$ cat config.mk
export PLATFORM = sky130hd
export DESIGN_NAME = key_conditioner
export DESIGN_NICKNAME = d
export VERILOG_FILES = /design/src/rtl/key_conditioner.sv
export SDC_FILE = /design/constraint.sdc
export NUM_CORES = 1
export LEC_CHECK = 0
export ABC_AREA = 1
export CORE_MARGIN = 10
export CORE_UTILIZATION = 58
export CTS_CLUSTER_SIZE = 20
export DETAILED_ROUTE_END_ITERATION = 10
export PLACE_DENSITY = 0.89
export SETUP_SLACK_MARGIN = 0.2
export SLEW_MARGIN = 25
export SYNTH_ARGS = -nofsm -noshare
export SYNTH_HDL_FRONTEND = slang
export SYNTH_SLANG_ARGS = --single-unit
$ cat constraint.sdc
create_clock -name clock -period 1.9 [get_ports clock]
set_input_delay 0.285 -clock clock [delete_from_list [all_inputs] [get_ports clock]]
set_output_delay 0.285 -clock clock [all_outputs]
set_load 0.01 [all_outputs]
$ cat src/rtl/key_conditioner.sv
// Synchronises, debounces and chord-filters four active-low push buttons
// into a clean one-hot key code with a single press pulse per physical press.
module key_conditioner #(
    parameter int CLOCK_FREQ      = 50000000,
    parameter int DEBOUNCE_CYCLES = CLOCK_FREQ / 50,
    parameter int COUNTER_WIDTH   = $clog2(DEBOUNCE_CYCLES + 1)
) (
    input  logic       clock,
    input  logic       reset,
    input  logic [3:0] key_n_raw,
    output logic [3:0] key,
    output logic       key_pressed,
    output logic       chord_error
);

    typedef enum logic [2:0] {
        IDLE,
        DB_PRESS,
        PRESSED,
        DB_RELEASE,
        LOCKOUT
    } state_t;

    localparam logic [COUNTER_WIDTH-1:0] CNT_LAST = COUNTER_WIDTH'(DEBOUNCE_CYCLES - 1);
    localparam logic [COUNTER_WIDTH-1:0] CNT_MAX  = '1;

    state_t                   state, state_nxt;
    logic [3:0]               sync1, s, s_q;
    logic [3:0]               cand, cand_d;
    logic [3:0]               key_d;
    logic                     pressed_d;
    logic                     cnt_clr;
    logic [COUNTER_WIDTH-1:0] counter, counter_d;
    logic                     s_zero, s_one_hot, s_multi, cnt_done;

    assign s_zero    = (s == 4'b0000);
    assign s_one_hot = !s_zero && ((s & (s - 4'd1)) == 4'b0000);
    assign s_multi   = !s_zero && !s_one_hot;
    assign cnt_done  = (counter == CNT_LAST);

    // Stability counter: restarts on any change of s, saturates instead of wrapping.
    always_comb begin
        if (cnt_clr || (s != s_q))
            counter_d = '0;
        else if (counter == CNT_MAX)
            counter_d = counter;
        else
            counter_d = counter + 1'b1;
    end

    always_ff @(posedge clock or negedge reset) begin
        if (!reset) begin
            sync1       <= '0;
            s           <= '0;
            s_q         <= '0;
            cand        <= '0;
            counter     <= '0;
            key         <= '0;
            key_pressed <= 1'b0;
            state       <= IDLE;
        end else begin
            sync1       <= ~key_n_raw;
            s           <= sync1;
            s_q         <= s;
            cand        <= cand_d;
            counter     <= counter_d;
            key         <= key_d;
            key_pressed <= pressed_d;
            state       <= state_nxt;
        end
    end

    always_comb begin
        state_nxt = state;
        case (state)
            IDLE: begin
                if (s_one_hot)
                    state_nxt = DB_PRESS;
                else if (s_multi)
                    state_nxt = LOCKOUT;
            end
            DB_PRESS: begin
                if (s != cand)
                    state_nxt = IDLE;
                else if (cnt_done)
                    state_nxt = PRESSED;
            end
            PRESSED: begin
                if (s_zero)
                    state_nxt = DB_RELEASE;
            end
            DB_RELEASE: begin
                if (!s_zero)
                    state_nxt = PRESSED;
                else if (cnt_done)
                    state_nxt = IDLE;
            end
            LOCKOUT: begin
                if (s_zero && cnt_done)
                    state_nxt = IDLE;
            end
            default: state_nxt = IDLE;
        endcase
    end

    always_comb begin
        key_d       = key;
        pressed_d   = 1'b0;
        cand_d      = cand;
        cnt_clr     = 1'b0;
        chord_error = (state == LOCKOUT);
        case (state)
            IDLE: begin
                key_d = '0;
                if (s_one_hot) begin
                    cand_d  = s;
                    cnt_clr = 1'b1;
                end
            end
            DB_PRESS: begin
                if ((s == cand) && cnt_done) begin
                    key_d     = cand;
                    pressed_d = 1'b1;
                end
            end
            PRESSED: begin
                key_d = cand;
                if (s_zero)
                    cnt_clr = 1'b1;
            end
            DB_RELEASE: begin
                key_d = cand;
                if (s_zero && cnt_done)
                    key_d = '0;
            end
            LOCKOUT: key_d = '0;
            default: key_d = '0;
        endcase
    end

endmodule

== Word-level counts from Yosys, hierarchy flattened ==
Cells that the tools add are included.
Storage, ports and cells
  flip-flop bits (word level): 44
  input bits: 6
  output and inout bits: 6
  word-level logic and storage cells: 59
Operators by class
  add/sub/neg operators: 2
  equal/unequal tests: 16
  mux-type cells: 19
  bitwise logic cells: 2
  reduce and logical (&&, ||, !) cells: 12
Operators by type and width (number)
  20-bit equality test (second input constant): 2
  20-bit 2-to-1 mux: 2
  3-bit 2-to-1 mux: 8
  20-bit by 1-bit adder with 20-bit output (second input constant): 1
  3-bit case mux with 5 select lines: 1
  4-bit case mux with 3 select lines: 1
  3-bit != test (second input constant): 3
  4-bit zero test: 2
  4-bit 2-to-1 mux: 2
  4-bit != test: 2
  3-bit by 2-bit equality test with 1-bit output (second input constant): 2
  2-bit != test (second input constant): 3
  5-bit AND reduction: 1
  4-bit AND: 1
  4-bit equality test: 1
  1-bit logical AND: 4
  1-bit 2-to-1 mux: 4
  4-bit inverter: 1
  4-bit by 1-bit subtractor with 4-bit output (second input constant): 1
  3-bit by 1-bit equality test with 1-bit output (second input constant): 1
  3-bit equality test (second input constant): 1
  3-bit zero test: 1
  1-bit zero test: 2
  2-bit by 1-bit != test with 1-bit output (second input constant): 1
  other kinds (3): 3

== Logic depth before layout (Yosys ltp) ==
Gate-level depths: netlist (run 1).
  word-level depth: 9
  mapped depth: 10
  mapped depth without buffers: 10

== Worst setup path after synthesis (run 1) ==
OpenSTA, ideal clock, no wires.
  path type: reg2reg
  start point: register counter[0]
  end point: register key[0]
  library setup time: 0.066 ns
  arrival time: 1.473 ns
  data required time: 1.834 ns
  path slack: 0.361 ns
  stages on the path, launching flop included: 10
  buffers on the path: 0
  period minus slack after synthesis: 1.539 ns
  cells stage by stage: dfrtp_1 ha_1 nand2_2 nor2_4 nand2_2 nor2_2 nand4_2 nand2_2 nand3_1 nand2_1
Between the ends
  longest elaborated chain between the ends: 4
  elaborated cells between the ends (all ways): 6
  those cells by class: eq/ne (2); mux (2); reduce/logical (2)
Ends and longest elaborated chain
  start: declaration: line 33  | logic [COUNTER_WIDTH-1:0] counter, counter_d;
  start signal: assignment: line 66  | counter <= counter_d;
  20-bit equality test *: line 39  | assign cnt_done = (counter == CNT_LAST);
  1-bit logical AND: line 133  | if (s_zero && cnt_done)
  4-bit 2-to-1 mux: line 133
  4-bit case mux with 3 select lines: line 112  | case (state)
  end signal: assignment: line 67  | key <= key_d;
  end: declaration: line 11  | output logic [3:0] key,
Every way passes the cells marked *; elsewhere a longest branch is shown, timed or not.
A chain may end at the register's enable or synchronous reset.

== Final worst setup path (run 1) ==
  start point: register counter[1]
  end point: register counter[14]
Between the ends
  longest elaborated chain between the ends: 3
  elaborated cells between the ends (all ways): 5
  those cells by class: add/sub (1); eq/ne (2); mux (2)
Ends and longest elaborated chain
  20-bit by 1-bit adder with 20-bit output: line 48  | counter_d = counter + 1'b1;
  20-bit 2-to-1 mux: line 45  | else if (counter == CNT_MAX)
  20-bit 2-to-1 mux: line 43  | if (cnt_clr || (s != s_q))
Parallel ways exist; a longest one is shown, timed or not. The select of a mux whose other input is x is not followed.

==> results.txt, run 1 <==
The flow ran to the end, and the final reports show no timing, DRC or antenna violations. The flop and latch count out of synthesis is 44. The synthesized netlist contains 29 unique library cells. The number of antenna violations at the first check in global routing is 0. After detailed routing, the number of vias per cell comes to 5.53.

The setup clock skew after layout came out at 11.2 ps. The final-report setup violation count is 0. The post-route DRC violation count came out at 0. The per-cell routed wire length is 14.3 µm. The library cell used most frequently in the layout, excluding fill and tap cells, is nand2_1. The net count after synthesis came out at 307.

The number of clock sinks is 44. STA classifies the critical path startpoint as a flop. The max-slew violation count was 0.

The number of global-route vias before repair is 1972. The number of warning messages in the yosys log came out at 0. The leakage power summed over all cells is 0.00134 µW. The final weighted congestion in routability-driven placement came out at 0.891. Ranked by total cell area, the synthesized netlist is headed by dfrtp_1, nand2_1, nand3_1. The floorplan step defined a die boundary enclosing 0.00707 mm². The worst path uses 83.9% of the clock period. The I/O pin total came out at 12. The number of buffer cells added on primary ports came out at 11. The worst-margin pin slew came out at 555 ps. The setup TNS is 0 ps. Derived from the worst setup path, the maximum achievable clock frequency is 627 MHz. The leftover overflow at the end of global routing came out at 0. Setup repair after global routing left no endpoint under its margin. The final design utilization is 69.0%.

The number of maximum-capacitance violations is 0. The post-detailed-placement cell area came out at 0.00255 mm². Entering global routing, the biggest net connects 45 pins. The region available for standard cell placement spans 0.00400 mm². The highest fanout seen on the critical path is 5.

TritonCTS built the clock tree. The number of fillers in the final layout is 306. The first global-routing pass estimated 8980 µm of wire. The quantity of hold-fixing buffers added after cts came out at 0. The deepest clock path buffer count is 2.

The initial core utilization is 59.5%. The critical path is of the reg -> reg type. The sum of net half-perimeters after detailed placement came out at 3580 µm. In this run the clock root is driven by a clkbuf_8. The count of endpoints failing hold in the final timing report came out at 0. On the final layout, the worst hold slack is 23.6 ps. The ratio of total power to cell area came out at 802 mW/mm². The fraction of layout instances using a drive strength above 1 is 16.4%. The final-stage net count is 329. The first-pass iteration count of the detailed router came out at 5. The total number of vias came out at 2062. The number of DRC markers after the initial detailed-route iteration came out at 239.

The kind of path behind the tightest hold check is in -> async. The final critical path time including I/O delays and setup came out at 1590 ps. The number of levels in the clock H-tree is 2. The overall track demand over capacity in global routing is 15.2%. IR analysis of the VDD net gives a maximum drop of 0.444 mV. The finished cells cover 0.00276 mm².

The die boundary width came out at 84.1 µm. The required time of the critical path came out at 2150 ps. The height of the chip is 84.1 µm. The initialized floorplan defines 23 standard-cell rows. The biggest area contributor in the post-synthesis netlist is dfrtp_1. The remaining max-slew budget at the tightest pin is 63.0%. For this block, the routed nets add up to 5350 µm of wire. The nature of the critical path endpoint is a flop.

The critical path arrival is 1850 ps. The post-synthesis average cell area is 7.94 µm². The area share of the largest cell type after synthesis is 46.2%. The area growth from synthesis to final layout is 16.0%. The repair_antennas step left the layout with diodes totalling 0. The total power consumption of the routed design came out at 2210 µW. In this run the remaining antenna-violating nets after routing total 0.

The cell count after synthesis came out at 300. At the later pin of the worst-skew pair, clock insertion delay measures 320 ps. The register clock-pin slew on the reported worst setup and hold paths came out at 100 ps.

The number of buffers created by CTS is 5. The sequential cell area fraction in the yosys report is 46.2%. In the layout the commonest cells are nand2_1, dfrtp_1, inv_1, nand3_1, nor2_1. The synthesized area came out at 0.00238 mm².
-- cell usage after synthesis, drive strengths merged --
| cell type | n |
|---|---|
| buf | 2 |
| o21bai | 1 |
| dfrtp | 44 |
| ha | 1 |
| o21ai | 10 |
| nand4 | 9 |
| nand3 | 39 |
| a21boi | 5 |
| inv | 38 |
| nor3 | 8 |
| nor2 | 35 |
| nand2 | 91 |
| a21oi | 2 |
| nand3b | 3 |
| or2 | 2 |
| xor2 | 9 |
| o21a | 1 |
-- cells by family (layout without fill, tap and decap cells) --
kind of cell    count (synthesis)  in the layout  synth area share, %
simple gates                  187            187                 38.1
fa+ha+maj                       1              1                0.525
flops                          44             44                 46.2
xor+xnor                        9              9                 3.31
compound gates                 19             19                 4.89
buf+inv                        40             63                 6.94
-- per-layer routing --
| layer | vias up | wire length (µm) | share of wire (%) | GRT usage (%) |
|---|---|---|---|---|
| met2 | 64 | 2610 | 49 | 24.7 |
| met5 | - | 0 | 0 | 0 |
| met4 | 0 | 87 | 1.6 | 7.31 |
| met1 | 982 | 2340 | 44 | 18.9 |
| li1 | 1006 | - | - | - |
| met3 | 10 | 310 | 5.8 | 2.83 |
-- cell type report --
cell class	instances	area, µm²	share of cell area [%]
inverters	38	143	5.17
well taps	50	62.6	2.27
repair buffers	17	161	5.85
multi-input cells	216	1170	42.4
flip-flops and latches	44	1110	40.1
clock buffers	5	68.8	2.49
clock inverters	3	46.3	1.68
-- registers in the layout, indices dropped and copies added, names as in the netlist --
register     cells
key              4
counter         20
key_pressed      1
sync1            4
cand             4
state            3
s_q              4
s                4
-- power breakdown --
part	leakage [µW]	total [µW]	internal (µW)	switching, µW
sequential	0.000570	1090	1010	72.9
combinational	0.000712	366	133	233
clock	0.0000548	762	396	366
total	0.00134	2210	1540	672
-- worst max-delay path, cell delays in order (launching register included) --
cell and delay, ps:
dfrtp_2 420, ha_4 170, nand2_2 70, nor2_4 180, nand2_4 100, nor2_4 140
nand3_2 90, nor2_2 170, inv_1 70, a21oi_2 110
-- worst paths after layout --
path,from,to,slack [ps],cells after the start
hold reg to reg,sync1[0],s[0],350,0
hold / removal,reset,state[0],20,2
min in group clock,sync1[0],s[0],350,0
setup reg to reg,counter[1],counter[14],310,9
max in group asynchronous,reset,s[1],1450,2
setup / recovery,counter[1],counter[14],310,9
-- through the flow --
stage	worst slack (ps)	instances
3_3_place_gp	202	361
5_1_grt	200	373
6_report	306	373
3_5_place_dp	134	361
2_1_floorplan	361	300
4_1_cts	219	370
-- timing repair --
item	in CTS	in global routing
resized for setup	4	14
pin swaps	0	4
endpoints found under the setup margin	24	25
cloned	0	0
buffers inserted	1	3
(Power assumes the default switching activity.)
==> run 2, diff against run 1 <==
--- a/config.mk
+++ b/config.mk
@@ -7,10 +7,10 @@
 export LEC_CHECK = 0
 export ABC_AREA = 1
 export CORE_MARGIN = 10
-export CORE_UTILIZATION = 58
+export CORE_UTILIZATION = 54
 export CTS_CLUSTER_SIZE = 20
 export DETAILED_ROUTE_END_ITERATION = 10
-export PLACE_DENSITY = 0.89
+export PLACE_DENSITY = 0.88
 export SETUP_SLACK_MARGIN = 0.2
 export SLEW_MARGIN = 25
 export SYNTH_ARGS = -nofsm -noshare
==> constraint.sdc (replaced) <==
create_clock -name clock -period 1.35 [get_ports clock]
set_input_delay 0.2025 -clock clock [delete_from_list [all_inputs] [get_ports clock]]
set_output_delay 0.2025 -clock clock [all_outputs]
set_load 0.01 [all_outputs]
==> run 2 against run 1 <==
The flow now finishes with violations (negative setup slack). Flip-flop and latch count did not move. Maximum frequency fell by 3.6%. Global-route usage rose by 4.2 points. Register-to-register slack got worse by 610 ps. Critical path depth fell by 2. Largest power group unchanged. Highest routed layer unchanged.
==> results.txt, run 2 (synthesized netlist as in run 1, its figures left out) <==
The count of antenna-violating nets left after detailed routing came out at 0 (unchanged). Cell chain of the critical path: xor2_1 > nor2_1 > nand3_2 > nor2_8 > clkbuf_16 > nand3_2 > nand2_1 (was ha_4 > nand2_2 > nor2_4 > nand2_4 > nor2_4 > nand3_2 > nor2_2 > inv_1 > a21oi_2). The max-slew violation count is 0 (unchanged). The number of instances on the worst hold path is 0. The post-placement worst setup slack is -213 ps (was 134 ps). The number of buffers created by CTS is 5 (unchanged). The flip-flop count of the largest register, all copies and words added is 20 (unchanged). The required time of the critical path was 1600 ps (was 2150 ps). The commonest non-fill, non-tap cell in the layout is nand2_1 (unchanged). Status: complete, but fails checks (was finished clean).

The area of the core region came out at 0.00432 mm² (was 0.00400 mm²). The depth of the most critical reg-to-reg path is 7 (was 9). The number of buffer cells added on primary ports came out at 11 (unchanged). The leakage power summed over all cells is 0.00170 µW (was 0.00134 µW).

The final-report setup violation count is 33 (was 0). The worst path setup slack after routing is -304 ps (was 306 ps). The launch instance of the worst register-to-register path is s[1] (was counter[1]). The final weighted congestion in routability-driven placement came out at 0.962 (was 0.891). The flop-to-flop setup slack came out at -300 ps (was 310 ps). The cell repeated most along the worst path is nand3_2 (was nor2_4). The sum of net half-perimeters after detailed placement came out at 4190 µm (was 3580 µm). The leftover overflow at the end of global routing came to 0 (unchanged). The critical path arrival was 1900 ps (was 1850 ps).

The cell at the root of the clock tree is clkbuf_8 (unchanged). The final design utilization came out at 79.9% (was 69.0%). The startpoint type of the worst setup path is a flop (unchanged). The number of levels in the clock H-tree is 2 (unchanged). The kind of path behind the tightest hold check is reg -> reg (was in -> async). The highest fanout seen on the critical path came out at 6 (was 5). The final-stage net count was 386 (was 329).

The hold path startpoint is sync1[0]. The endpoint of the worst hold path is s[0]. The fmax is 605 MHz (was 627 MHz).

The first-pass iteration count of the detailed router came out at 5 (unchanged). The family with the most delay on the worst path is simple AND/OR/NAND/NOR gates (unchanged). The number of antenna violations at the first check in global routing is 0 (unchanged).

The global-route wire length before repair is 11700 µm (was 8980 µm). The initial core utilization came out at 55.1% (was 59.5%). The final critical path time including I/O delays and setup came out at 1650 ps (was 1590 ps).

The nature of the critical path endpoint was a flop (unchanged). The portion of the clock cycle consumed by the worst path in the final layout came out at 122% (was 83.9%). The post-route DRC violation count is 0 (unchanged). The height of the chip is 86.4 µm (was 84.1 µm). The number of buffers and inverters on the critical path came out at 1 (unchanged). The fraction of layout instances using a drive strength above 1 is 39.5% (was 16.4%). The count of standard-cell rows is 24 (was 23). The worst hold slack came to 353 ps (was 23.6 ps). The TritonCTS clock tree is done (unchanged).

The top register by number of flip-flops is counter (unchanged). The logic depth of the worst setup path including buffers is 7 (was 9). The largest vdd supply drop came out at 0.751 mV (was 0.444 mV).

The number of global-route vias before repair is 2480 (was 1972). The source-to-sink clock delay at the later pin of the worst-skew pair came out at 320 ps (about the same). The count of inserted antenna diode cells is 0 (unchanged).

The I/O pin total came out at 12 (unchanged). The remaining max-slew budget at the tightest pin is 69.1% (was 63.0%). The capturing point of the worst reg2reg path is counter[17] (was counter[14]).

The maximum number of pins on one net before global-route repair is 28 (was 45). The mean number of vias per cell is 6.11 (was 5.53). The worst-margin pin slew is 464 ps (was 555 ps).

The final wirelength is 8510 µm (was 5350 µm). The overall die area is 0.00746 mm² (was 0.00707 mm²). The kind of critical path was reg -> reg (unchanged).

The per-cell routed wire length came out at 19.7 µm (was 14.3 µm). The setup clock skew after layout came to 16.4 ps (was 11.2 ps). The register clock-pin slew on the reported worst setup and hold paths came out at 100 ps (about the same). The die boundary width was 86.4 µm (was 84.1 µm). The worst-path cell with the longest stage delay is dfrtp_2 (unchanged). The ratio of total power to cell area is 1040 mW/mm² (was 802 mW/mm²). The overall track demand over capacity in global routing is 19.4% (was 15.2%). The deepest clock path buffer count was 2 (unchanged). The count of endpoints failing hold in the final timing report is 0 (unchanged). The number of DRC markers after the initial detailed-route iteration came out at 340 (was 239). The area growth from synthesis to final layout was 45.2% (was 16.0%). The number of clock sinks is 44 (unchanged). The longest individual stage delay on the worst path came out at 460 ps (was 420 ps). The checks that failed: negative setup slack. Setup repair after global routing missed its margin: yes (was no). Most frequent cells in the layout: nand2_1, buf_4, dfrtp_1 (was nand2_1, dfrtp_1, inv_1, nand3_1, nor2_1). The number of maximum-capacitance violations is 0 (unchanged).

The total number of vias came to 2640 (was 2062).
[run 2: cell count changes in the layout (fill, tap and decap cells not counted), sizes merged]
cell | previous run | this run
clkdlybuf4s50 | 9 | 4
clkbuf | 5 | 10
clkdlybuf4s15 | 0 | 2
dlygate4sd3 | 0 | 1
dlygate4sd2 | 1 | 0
buf | 7 | 62
[run 2: what timing repair did]
item	CTS	global route
hold endpoints to repair	17	0
cloned	1	3
buffers inserted	4	10
hold buffers	1	0
endpoints found under the setup margin	38	37
pin swaps	14	15
resized for setup	48	43
[run 2: through the flow]
stage	instances	instance area [µm²]	setup TNS (ps)	power, µW
after floorplan	300	2410	-2880	1870
after global placement	405	2920	-3800	2110
after detailed placement	405	2920	-4720	2160
after CTS	419	3230	-3620	3300
after global routing	432	3460	-9570	3700
final	432	3460	-7330	3610
[run 2: worst max path at each step]
| stage | end | from |
|---|---|---|
| floorplan | key[0] | counter[0] |
| global placement | counter[0] | counter[0] |
| detailed placement | counter[5] | counter[0] |
| CTS | counter[1] | counter[0] |
| global route | counter[18] | counter[8] |
| finish | counter[17] | s[1] |
[run 2: final cells by class]
class | count | area [µm²]
tap | 52 | 65.1
sequential | 44 | 1110
clock buffer | 5 | 68.8
multi-input combinational | 216 | 1370
clock inverter | 3 | 46.3
timing repair buffer | 74 | 659
inverter | 38 | 143
fill | 223 | 867
[run 2: routing by layer]
layer | GRT usage [%] | wire (µm) | share of wire (%) | vias to the layer above
met4 | 13.1 | 529 | 6.2 | 0
met2 | 31.7 | 4010 | 47 | 213
li1 | - | - | - | 1119
met5 | 0 | 0 | 0 | -
met1 | 22.3 | 3170 | 37 | 1242
met3 | 4.13 | 806 | 9.5 | 66
[run 2: where the power goes]
part	switching [µW]	internal, µW
logic	576	384
registers	132	1430
clock network	529	558
